**src/rtl/dsp_chain_pkg.sv**
```systemverilog
// Shared constants and FSM state type for the fp16 DSP-chain feeder.
package dsp_chain_pkg;
  localparam int NUM_STAGES      = 4;
  localparam int PAIRS_PER_STAGE = 2;
  localparam int SLOTS           = 8;
  localparam int FP16_W          = 16;
  localparam int FP32_W          = 32;

  localparam logic [FP16_W-1:0] FP16_ZERO = 16'h0000;
  localparam logic [FP32_W-1:0] FP32_ZERO = 32'h0;

  typedef enum logic [2:0] {
    ST_IDLE,
    ST_FILL,
    ST_ISSUE,
    ST_WAIT,
    ST_OUT
  } state_e;
endpackage

```
**src/rtl/dsp_skew_line.sv**
```systemverilog
// W-bit wide, DEPTH-deep shift register with synchronous active-low clear.
module dsp_skew_line #(
  parameter int DEPTH = 2,
  parameter int W     = 64
) (
  input  logic         clk,
  input  logic         clear_n_i,
  input  logic [W-1:0] d_i,
  output logic [W-1:0] q_o
);
  logic [W-1:0] pipe_q [DEPTH];

  always_ff @(posedge clk) begin
    if (!clear_n_i) begin
      for (int i = 0; i < DEPTH; i++) pipe_q[i] <= '0;
    end else begin
      pipe_q[0] <= d_i;
      for (int i = 1; i < DEPTH; i++) pipe_q[i] <= pipe_q[i-1];
    end
  end

  assign q_o = pipe_q[DEPTH-1];
endmodule

```
**src/rtl/dsp_chain_4_fp16_feeder.sv**
```systemverilog
// Packs an fp16 operand-pair stream into 8-slot passes for a 4-stage DSP chain,
// skews each stage's operands and carries the partial sum between passes.
module dsp_chain_4_fp16_feeder
  import dsp_chain_pkg::*;
#(
  parameter int STAGE_LAT  = 2,
  parameter int RESULT_LAT = 8
) (
  input  logic                    clk,
  input  logic                    reset,
  input  logic                    in_valid,
  output logic                    in_ready,
  input  logic [FP16_W-1:0]       in_a,
  input  logic [FP16_W-1:0]       in_b,
  input  logic                    in_last,
  output logic [SLOTS*FP16_W-1:0] dsp_a,
  output logic [SLOTS*FP16_W-1:0] dsp_b,
  output logic [FP32_W-1:0]       dsp_fp32_in,
  input  logic [FP32_W-1:0]       chain_result,
  output logic                    out_valid,
  output logic [FP32_W-1:0]       out_data,
  input  logic                    out_ready
);
  localparam int STAGE_W = 2 * PAIRS_PER_STAGE * FP16_W;
  localparam int CNT_W   = $clog2(RESULT_LAT + 1);

  state_e              state_q;
  logic [FP16_W-1:0]   slot_a_q [SLOTS];
  logic [FP16_W-1:0]   slot_b_q [SLOTS];
  logic [2:0]          fill_cnt_q;
  logic                last_q;
  logic [FP32_W-1:0]   psum_q;
  logic [FP32_W-1:0]   out_data_q;
  logic                out_valid_q;
  logic [CNT_W-1:0]    wait_cnt_q;

  logic issue;
  logic hs;
  logic pass_done;

  assign issue     = (state_q == ST_ISSUE);
  assign in_ready  = (state_q == ST_FILL);
  assign hs        = in_valid && in_ready;
  assign pass_done = in_last || (fill_cnt_q == 3'(SLOTS - 1));

  always_ff @(posedge clk) begin
    if (!reset) begin
      state_q     <= ST_IDLE;
      fill_cnt_q  <= '0;
      last_q      <= 1'b0;
      psum_q      <= FP32_ZERO;
      out_data_q  <= FP32_ZERO;
      out_valid_q <= 1'b0;
      wait_cnt_q  <= '0;
      for (int s = 0; s < SLOTS; s++) begin
        slot_a_q[s] <= FP16_ZERO;
        slot_b_q[s] <= FP16_ZERO;
      end
    end else begin
      case (state_q)
        ST_IDLE: state_q <= ST_FILL;
        ST_FILL: begin
          if (hs) begin
            // Slots past the final pair are padded so the chain adds zero products.
            for (int s = 0; s < SLOTS; s++) begin
              if (s == int'(fill_cnt_q)) begin
                slot_a_q[s] <= in_a;
                slot_b_q[s] <= in_b;
              end else if (pass_done && s > int'(fill_cnt_q)) begin
                slot_a_q[s] <= FP16_ZERO;
                slot_b_q[s] <= FP16_ZERO;
              end
            end
            fill_cnt_q <= fill_cnt_q + 3'd1;
            if (pass_done) begin
              last_q  <= in_last;
              state_q <= ST_ISSUE;
            end
          end
        end
        ST_ISSUE: begin
          wait_cnt_q <= CNT_W'(RESULT_LAT - 1);
          state_q    <= ST_WAIT;
        end
        ST_WAIT: begin
          if (wait_cnt_q == '0) begin
            fill_cnt_q <= '0;
            if (last_q) begin
              out_data_q  <= chain_result;
              out_valid_q <= 1'b1;
              psum_q      <= FP32_ZERO;
              state_q     <= ST_OUT;
            end else begin
              psum_q  <= chain_result;
              state_q <= ST_FILL;
            end
          end else begin
            wait_cnt_q <= wait_cnt_q - 1'b1;
          end
        end
        ST_OUT: begin
          if (out_ready) begin
            out_valid_q <= 1'b0;
            state_q     <= ST_FILL;
          end
        end
        default: state_q <= ST_IDLE;
      endcase
    end
  end

  logic [NUM_STAGES-1:0][STAGE_W-1:0] stage_in;
  logic [NUM_STAGES-1:0][STAGE_W-1:0] stage_out;

  // Stage word layout: {b_bot, b_top, a_bot, a_top}; stage k lags k*STAGE_LAT cycles.
  for (genvar gi = 0; gi < NUM_STAGES; gi++) begin : g_stage
    assign stage_in[gi] = issue ? {slot_b_q[2*gi+1], slot_b_q[2*gi],
                                   slot_a_q[2*gi+1], slot_a_q[2*gi]} : '0;
    if (gi == 0) begin : g_direct
      assign stage_out[gi] = stage_in[gi];
    end else begin : g_skew
      dsp_skew_line #(
        .DEPTH(gi * STAGE_LAT),
        .W    (STAGE_W)
      ) u_skew (
        .clk      (clk),
        .clear_n_i(reset),
        .d_i      (stage_in[gi]),
        .q_o      (stage_out[gi])
      );
    end
    assign dsp_a[2*FP16_W*gi +: 2*FP16_W] = stage_out[gi][2*FP16_W-1:0];
    assign dsp_b[2*FP16_W*gi +: 2*FP16_W] = stage_out[gi][STAGE_W-1:2*FP16_W];
  end

  assign dsp_fp32_in = issue ? psum_q : FP32_ZERO;
  assign out_valid   = out_valid_q;
  assign out_data    = out_data_q;
endmodule

```
**config.mk**
```make
export PLATFORM = sky130hd
export DESIGN_NAME = dsp_chain_4_fp16_feeder
export DESIGN_NICKNAME = d
export VERILOG_FILES = /design/src/rtl/dsp_chain_pkg.sv /design/src/rtl/dsp_skew_line.sv /design/src/rtl/dsp_chain_4_fp16_feeder.sv
export SDC_FILE = /design/constraint.sdc
export NUM_CORES = 1
export LEC_CHECK = 0
export ABC_CLOCK_PERIOD_IN_PS = 4130
export BUFFER_PORTS_ARGS = -buffer_cell sky130_fd_sc_hd__buf_2
export CAP_MARGIN = 30
export CORE_ASPECT_RATIO = 1.5
export CORE_MARGIN = 5
export CORE_UTILIZATION = 52
export CTS_CLUSTER_DIAMETER = 30
export DETAILED_ROUTE_END_ITERATION = 12
export GPL_TIMING_DRIVEN = 1
export PLACE_DENSITY = 0.87
export SLEW_MARGIN = 10
export SYNTH_ARGS = -nofsm -noshare
export SYNTH_HDL_FRONTEND = slang
export SYNTH_SLANG_ARGS = --single-unit
export TNS_END_PERCENT = 5
```
**constraint.sdc**
```tcl
create_clock -name clk -period 4.13 [get_ports clk]
set_input_delay 0.413 -clock clk [delete_from_list [all_inputs] [get_ports clk]]
set_output_delay 0.413 -clock clk [all_outputs]
set_load 0.02 [all_outputs]
```
==> results of run 1 <==
[flip-flops by register name, summed over array words and instances, names as in the netlist]
signal,count
g_stage.g_skew.u_skew.pipe_q,768
slot_a_q,128
slot_b_q,128
out_data,32
psum_q,32
wait_cnt_q,4
fill_cnt_q,3
state_q,3
last_q,1
out_valid,1
[worst min-delay path by stage]
stage                                                start                                       to  slack (ns)  depth (start not counted)
floorplan           g_stage[1].g_skew.u_skew.pipe_q[0][36]  g_stage[1].g_skew.u_skew.pipe_q[0][100]        0.41                          1
global placement     g_stage[1].g_skew.u_skew.pipe_q[0][0]   g_stage[1].g_skew.u_skew.pipe_q[0][64]        0.41                          1
detailed placement  g_stage[2].g_skew.u_skew.pipe_q[0][38]   g_stage[2].g_skew.u_skew.pipe_q[1][38]        0.42                          1
CTS                                               in_valid                                   last_q        0.02                          3
global route                                     out_ready                               state_q[2]        0.07                          3
finish                                            in_valid                                   last_q        0.09                          3
[per-stage QoR]
stage                     area, um^2  worst slack [ns]  hold WS [ns]  instances  utilization [%]
after floorplan                35000            0.0916         0.412       2857                -
after global placement         36700              1.31         0.413       3840             55.0
after detailed placement       36800              1.25         0.417       3845             55.1
after CTS                      41800              1.19        0.0171       4113             62.6
after global routing           41800              1.06        0.0652       4117             62.7
final                          41800              1.23        0.0930       4119             62.7
[layout by cell type, fill, tap and decap left out, drive strengths merged, types with 3 or more instances in the layout]
cell,instances
o21ai,44
nand3,3
a21oi,36
dlygate4sd3,33
and2,832
dfxtp,844
nand2,104
buf,421
a211oi,3
nor3b,3
nor2,100
edfxtp,256
a31oi,5
diode,3
a22oi,3
o21a,4
and3,193
ha,8
nand4b,33
bufinv,10
nor3,4
inv,38
mux2i,32
clkbuf,165
clkinvlp,8
clkinv,27
[critical path: stages, from the launching register on]
cell     delay (ns)
dfxtp_1        0.49
nor3b_2        0.39
buf_4          0.36
and2_1         0.33
buf_2          0.22
[area by class of cell]
cell class | count | area, um^2
fillers | 4809 | 24900
flip-flops and latches | 1100 | 24600
multi-input cells | 1429 | 8770
clock buffers | 165 | 3790
repair buffers | 454 | 2680
well taps | 885 | 1110
clock inverters | 70 | 863
inverters | 13 | 48.8
diodes | 3 | 7.51
[kinds of logic after synthesis]
kind of cell    after synthesis  synth area share [%]
simple gates               1286                  21.9
flops                      1100                  70.2
buf+inv                     328                  4.99
compound gates              103                  1.64
mux                          32                 0.915
fa+ha+maj                     8                 0.286
[what timing repair did]
| action | CTS | global route |
|---|---|---|
| hold buffers | 33 | 0 |
| endpoints found under the hold margin | 65 | 0 |
| buffers inserted | 0 | 0 |
[per-layer routing]
layer | GRT usage, % | vias to the layer above | part of all wire, %
li1 | - | 9662 | -
met3 | 5.07 | 232 | 7.0
met1 | 23.1 | 9523 | 36
met2 | 37.4 | 856 | 52
met5 | 0 | - | 0.050
met4 | 11.4 | 4 | 5.3
[where the power goes]
part           total (mW)  internal, mW  switching (mW)
sequential           11.3          11.2          0.0645
combinational       0.643         0.169           0.473
clock                11.8          7.26            4.56
==> impl_metrics.yaml, run 1 <==
synthesis:
  synth_nets: 2934
  ys_top_cells_by_area: "dfxtp_1 48%, edfxtp_1 22%, and2_1 15%"
  synthTopCellsByCount: "844 x dfxtp_1, 832 x and2_1, 256 x edfxtp_1, 193 x and3_1, 167 x clkbuf_1"
  syn_avg_cell_area_um2: 12.2
  synthFlopType: "dfxtp_1"
  yosysMostFrequentCell: "dfxtp_1"
  yosysSeqAreaShare_pct: 70.2
  syn_area_mm2: 0.0350
  synth_top_area_share_pct: 48.3
  synthArstFlopShare_pct: 0
  synth-edff-count: 256
  yosysUniqueCellTypes: 43
  synth_cells: 2857
  synth_area_leader_cell: "dfxtp_1"
  synth_seq_cells: 1100
  yosys_warnings: 0
critical_path:
  crit_end: "dsp_a[2]"
  reg2reg_slack_ns: 1.42
  cp-start-kind: "flip-flop"
  startpoint: "state_q[1]"
  timing_worst_setup_path_type: "flip-flop to primary output"
  reg2reg_from: "state_q[0]"
  cp-end-kind: "primary output"
  r2r_end: "slot_b_q[0][47]"
  required_ns: 3.72
  reg2reg_depth: 5
  arrival_ns: 2.49
  worst-path-max-fanout: 33
power:
  cellLeakagePower_nw: 18.6
  finalPower_mw: 23.7
  cellPowerDensity_mw_per_mm2: 567
  ir_drop_mv: 0.403
finish:
  post_route_cells_drive_above_1_share_pct: 20.7
  area_growth_pct: 19.6
  final_nets: 3205
sta:
  skew_ns: 0.0411
  fmax_mhz: 345
  relSlewSlack_pct: 33.5
  slew_violations: 0
  min_period_ns: 2.90
  period_share_pct: 70.2
  setup-violations-final: 0
  tightest_slew_ns: 0.997
  hold_viol: 0
  finalSetupTns_ns: 0
  rsz0062_at_grt: "false"
floorplan:
  die_w_um: 222
  die_height_um: 328
  io_pins: 391
  dieArea_mm2: 0.0727
  rows: 116
  fp.coreArea_mm2: 0.0668
  initial_core_util_pct: 52.4
global_routing:
  grt_use_total_pct: 21.0
  grt-ovfl-total: 0
  grt_max_degree: 230
  antenna_found_initial: 15
  grt_pass1_vias: 20500
  grt_pass1_wl_um: 118000
worst_hold_path:
  hold_class: "input pin to flip-flop"
placed_design:
  hpwl_um: 47100
  gp_congestion: 0.844
  port_buffers: 390
routing:
  vias: 20300
  drcViolationCount: 0
  wl_um: 77900
  vias_per_cell: 4.92
  drt_iter0_drc: 1384
  drt_pass1_iterations: 5
  wl_per_cell_um: 18.9
  ant_nets: 0
clock_tree:
  cts-root-buf: "clkbuf_16"
  cts-root-to-sink-buffers: 3
  cts_max_level: 4
  numCtsBuffers: 130
  cts_resized: 0
  cts_tree: "yes"
  clk_latency_ns: 0.71
  clock_sinks: 1100
  clk_pin_slew_worst_paths_ns: 0.05
run:
  cap_violations: 0
run_status:
  status: "complete, no violations"
(Power assumes the default switching activity.)
==> run 2: changes to the inputs <==
--- a/config.mk
+++ b/config.mk
@@ -5,7 +5,8 @@
 export SDC_FILE = /design/constraint.sdc
 export NUM_CORES = 1
 export LEC_CHECK = 0
-export ABC_CLOCK_PERIOD_IN_PS = 4130
+export ABC_AREA = 1
+export ABC_CLOCK_PERIOD_IN_PS = 2650
 export BUFFER_PORTS_ARGS = -buffer_cell sky130_fd_sc_hd__buf_2
 export CAP_MARGIN = 30
 export CORE_ASPECT_RATIO = 1.5
==> constraint.sdc (replaced) <==
create_clock -name clk -period 2.65 [get_ports clk]
set_input_delay 0.265 -clock clk [delete_from_list [all_inputs] [get_ports clk]]
set_output_delay 0.265 -clock clk [all_outputs]
set_load 0.02 [all_outputs]
==> impl_metrics.yaml, run 2 <==
finish:
  fin_cells: 5088
  fin_util_pct: 61.8
  post_route_cells_drive_above_1_share_pct: 15.7
  final_cell_mix: "947 x inv_1, 843 x dfxtp_1, 644 x nand2_1"
  area_growth_pct: 17.8
  finalInstanceArea_mm2: 0.0421
  final_common_cell: "inv_1"
  final_nets: 4166
  regMostFlops: "g_stage.g_skew.u_skew.pipe_q"
  reg_top3: "g_stage.g_skew.u_skew.pipe_q x768, slot_a_q x128, slot_b_q x128"
  nFillCells: 5167
  largest_reg_flops: 768
sta:
  skew_ns: 0.0259
  holdWs_ns: 0.0471
  min_period_ns: 2.35
  hold_viol: 0
  slew_violations: 0
  fmax_mhz: 425
  tightest_slew_ns: 0.906
  period_share_pct: 88.8
  finalSetupTns_ns: 0
  setup-violations-final: 0
  relSlewSlack_pct: 39.6
  rsz0062_at_grt: "false"
  fin_ws_ns: 0.297
critical_path:
  worst-path-max-fanout: 95
  reg2reg_slack_ns: 0.36
  timing_worst_setup_path_type: "flip-flop to primary output"
  required_ns: 2.38
  reg2reg_depth: 9
  cp-start-kind: "flip-flop"
  reg2reg_from: "fill_cnt_q[0]"
  cp-end-kind: "primary output"
  arrival_ns: 2.09
  r2r_end: "slot_b_q[1][2]"
global_routing:
  grt_use_total_pct: 20.6
  grt-ovfl-total: 0
  grt_pass1_vias: 22200
  grt_max_degree: 188
  grt_pass1_wl_um: 120000
  antenna_found_initial: 2
synthesis:
  synth_nets: 3872
  ys_top_cells_by_area: "dfxtp_1 47%, edfxtp_1 22%, inv_1 10%"
  synth_cells: 3795
  synthArstFlopShare_pct: 0
  synth_seq_cells: 1100
  synth_top_area_share_pct: 47.3
  yosys_warnings: 0
  yosysUniqueCellTypes: 26
  synthFlopType: "dfxtp_1"
  yosysSeqAreaShare_pct: 68.8
  synth_area_leader_cell: "dfxtp_1"
  synth-edff-count: 256
  synthTopCellsByCount: "947 x inv_1, 844 x dfxtp_1, 646 x nand2_1, 636 x nor2_1, 256 x edfxtp_1"
  syn_area_mm2: 0.0357
  syn_avg_cell_area_um2: 9.41
  yosysMostFrequentCell: "inv_1"
floorplan:
  dieArea_mm2: 0.0741
  initial_core_util_pct: 52.5
  io_pins: 391
  die_w_um: 224
  rows: 117
  die_height_um: 331
  fp.coreArea_mm2: 0.0681
power:
  finalPower_mw: 36.7
  ir_drop_mv: 0.722
  cellPowerDensity_mw_per_mm2: 872
  cellLeakagePower_nw: 23.1
routing:
  vias: 22400
  highest_layer: "met5"
  wl_um: 77300
  drt_iter0_drc: 1437
  wl_met2_um: 38000
  wl_per_cell_um: 15.2
  drt_pass1_iterations: 5
  vias_per_cell: 4.41
  route.met3.wl_um: 5680
  ant_nets: 0
  met1Wirelength_um: 29200
  drcViolationCount: 0
placed_design:
  placedCellCount: 4823
  gp_congestion: 0.840
  hpwl_um: 47500
  placed_area_mm2: 0.0374
  port_buffers: 390
  post-place-ws_ns: 0.440
clock_tree:
  cts_tree: "yes"
  clk_latency_ns: 0.69
  cts_setup_buffers: 0
  numCtsBuffers: 121
  cts_max_level: 3
  clk_pin_slew_worst_paths_ns: 0.05
  cts-root-buf: "clkbuf_16"
  cts_resized: 0
  cts-root-to-sink-buffers: 3
  clock_sinks: 1100
worst_hold_path:
  hold_end: "fill_cnt_q[0]"
  whs_path_depth: 4
  hold_class: "input pin to flip-flop"
  hold_start: "in_valid"
run:
  cap_violations: 0
run_status:
  status: "complete, no violations"
## run 2: changes by cell type after synthesis, moves of 32 or more
cell and change:
mux2i_1 -32, nand2_1 +542, nand4b_1 -33, clkbuf_1 -137, nor2_1 +536, and3_1 -193
buf_2 +94, nand3_1 +41, and2_1 -831, nor3_1 +34, inv_1 +935
## run 2: where the power goes
group          internal, mW  switching [mW]  total (mW)  leakage (nW)
combinational         0.386            1.14        1.53          11.5
sequential             17.6           0.153        17.8          9.46
clock                  10.1            7.29        17.4          2.11
total                  28.1            8.58        36.7          23.1
## run 2: how the worst max path moves through the flow
stage                  start              end  slack (ns)  depth (start not counted)
6_report          state_q[0]        dsp_b[12]        0.30                          5
5_1_grt           state_q[0]        dsp_b[31]        0.19                          5
4_1_cts           state_q[0]         dsp_b[7]        0.29                          5
3_5_place_dp   fill_cnt_q[0]  slot_b_q[1][12]        0.44                          9
3_3_place_gp   fill_cnt_q[0]  slot_b_q[1][12]        0.57                          9
2_1_floorplan  fill_cnt_q[0]  slot_a_q[0][16]        0.19                          8
## run 2: kinds of logic (layout without fill, tap and decap cells)
group / count (synthesis) / after routing / share of synthesized area, %
AO/OA/AOI/OAI: 80 / 80 / 1.12
AND/OR/NAND/NOR: 1373 / 1373 / 14.9
adder cells (fa/ha/maj): 8 / 8 / 0.280
flip-flops: 1100 / 1100 / 68.8
buffers and inverters: 1233 / 1632 / 14.9
XOR/XNOR: 1 / 1 / 0.0245
other: 0 / 2 / 0
## run 2: metal layers
layer  up-vias  GRT usage [%]
li1      11300              -
met1     10000           23.3
met2       823           35.4
met3       240           5.34
met4         4           11.8
met5         -              0
## run 2: cell type report
cell class	instances	area (um^2)	share of cell area [%]
timing repair buffer	453	2610	6.20
clock inverter	91	1110	2.63
clock buffer	137	3230	7.68
sequential	1100	24600	58.4
tap	892	1120	2.65
multi-input combinational	1462	5860	13.9
antenna	2	5.00	0.0119
inverter	951	3570	8.48
## run 2: timing repair
action / 4_1_cts / 5_1_grt
setup endpoints to repair: 0 / 0
hold endpoints to repair: 63 / 0
hold buffers: 35 / 0
## run 2: worst max-delay path, stage by stage (launching register included)
cell	delay [ns]
dfxtp_1	0.43
inv_1	0.10
nand3_4	0.15
buf_12	0.36
nor2_1	0.12
buf_2	0.18
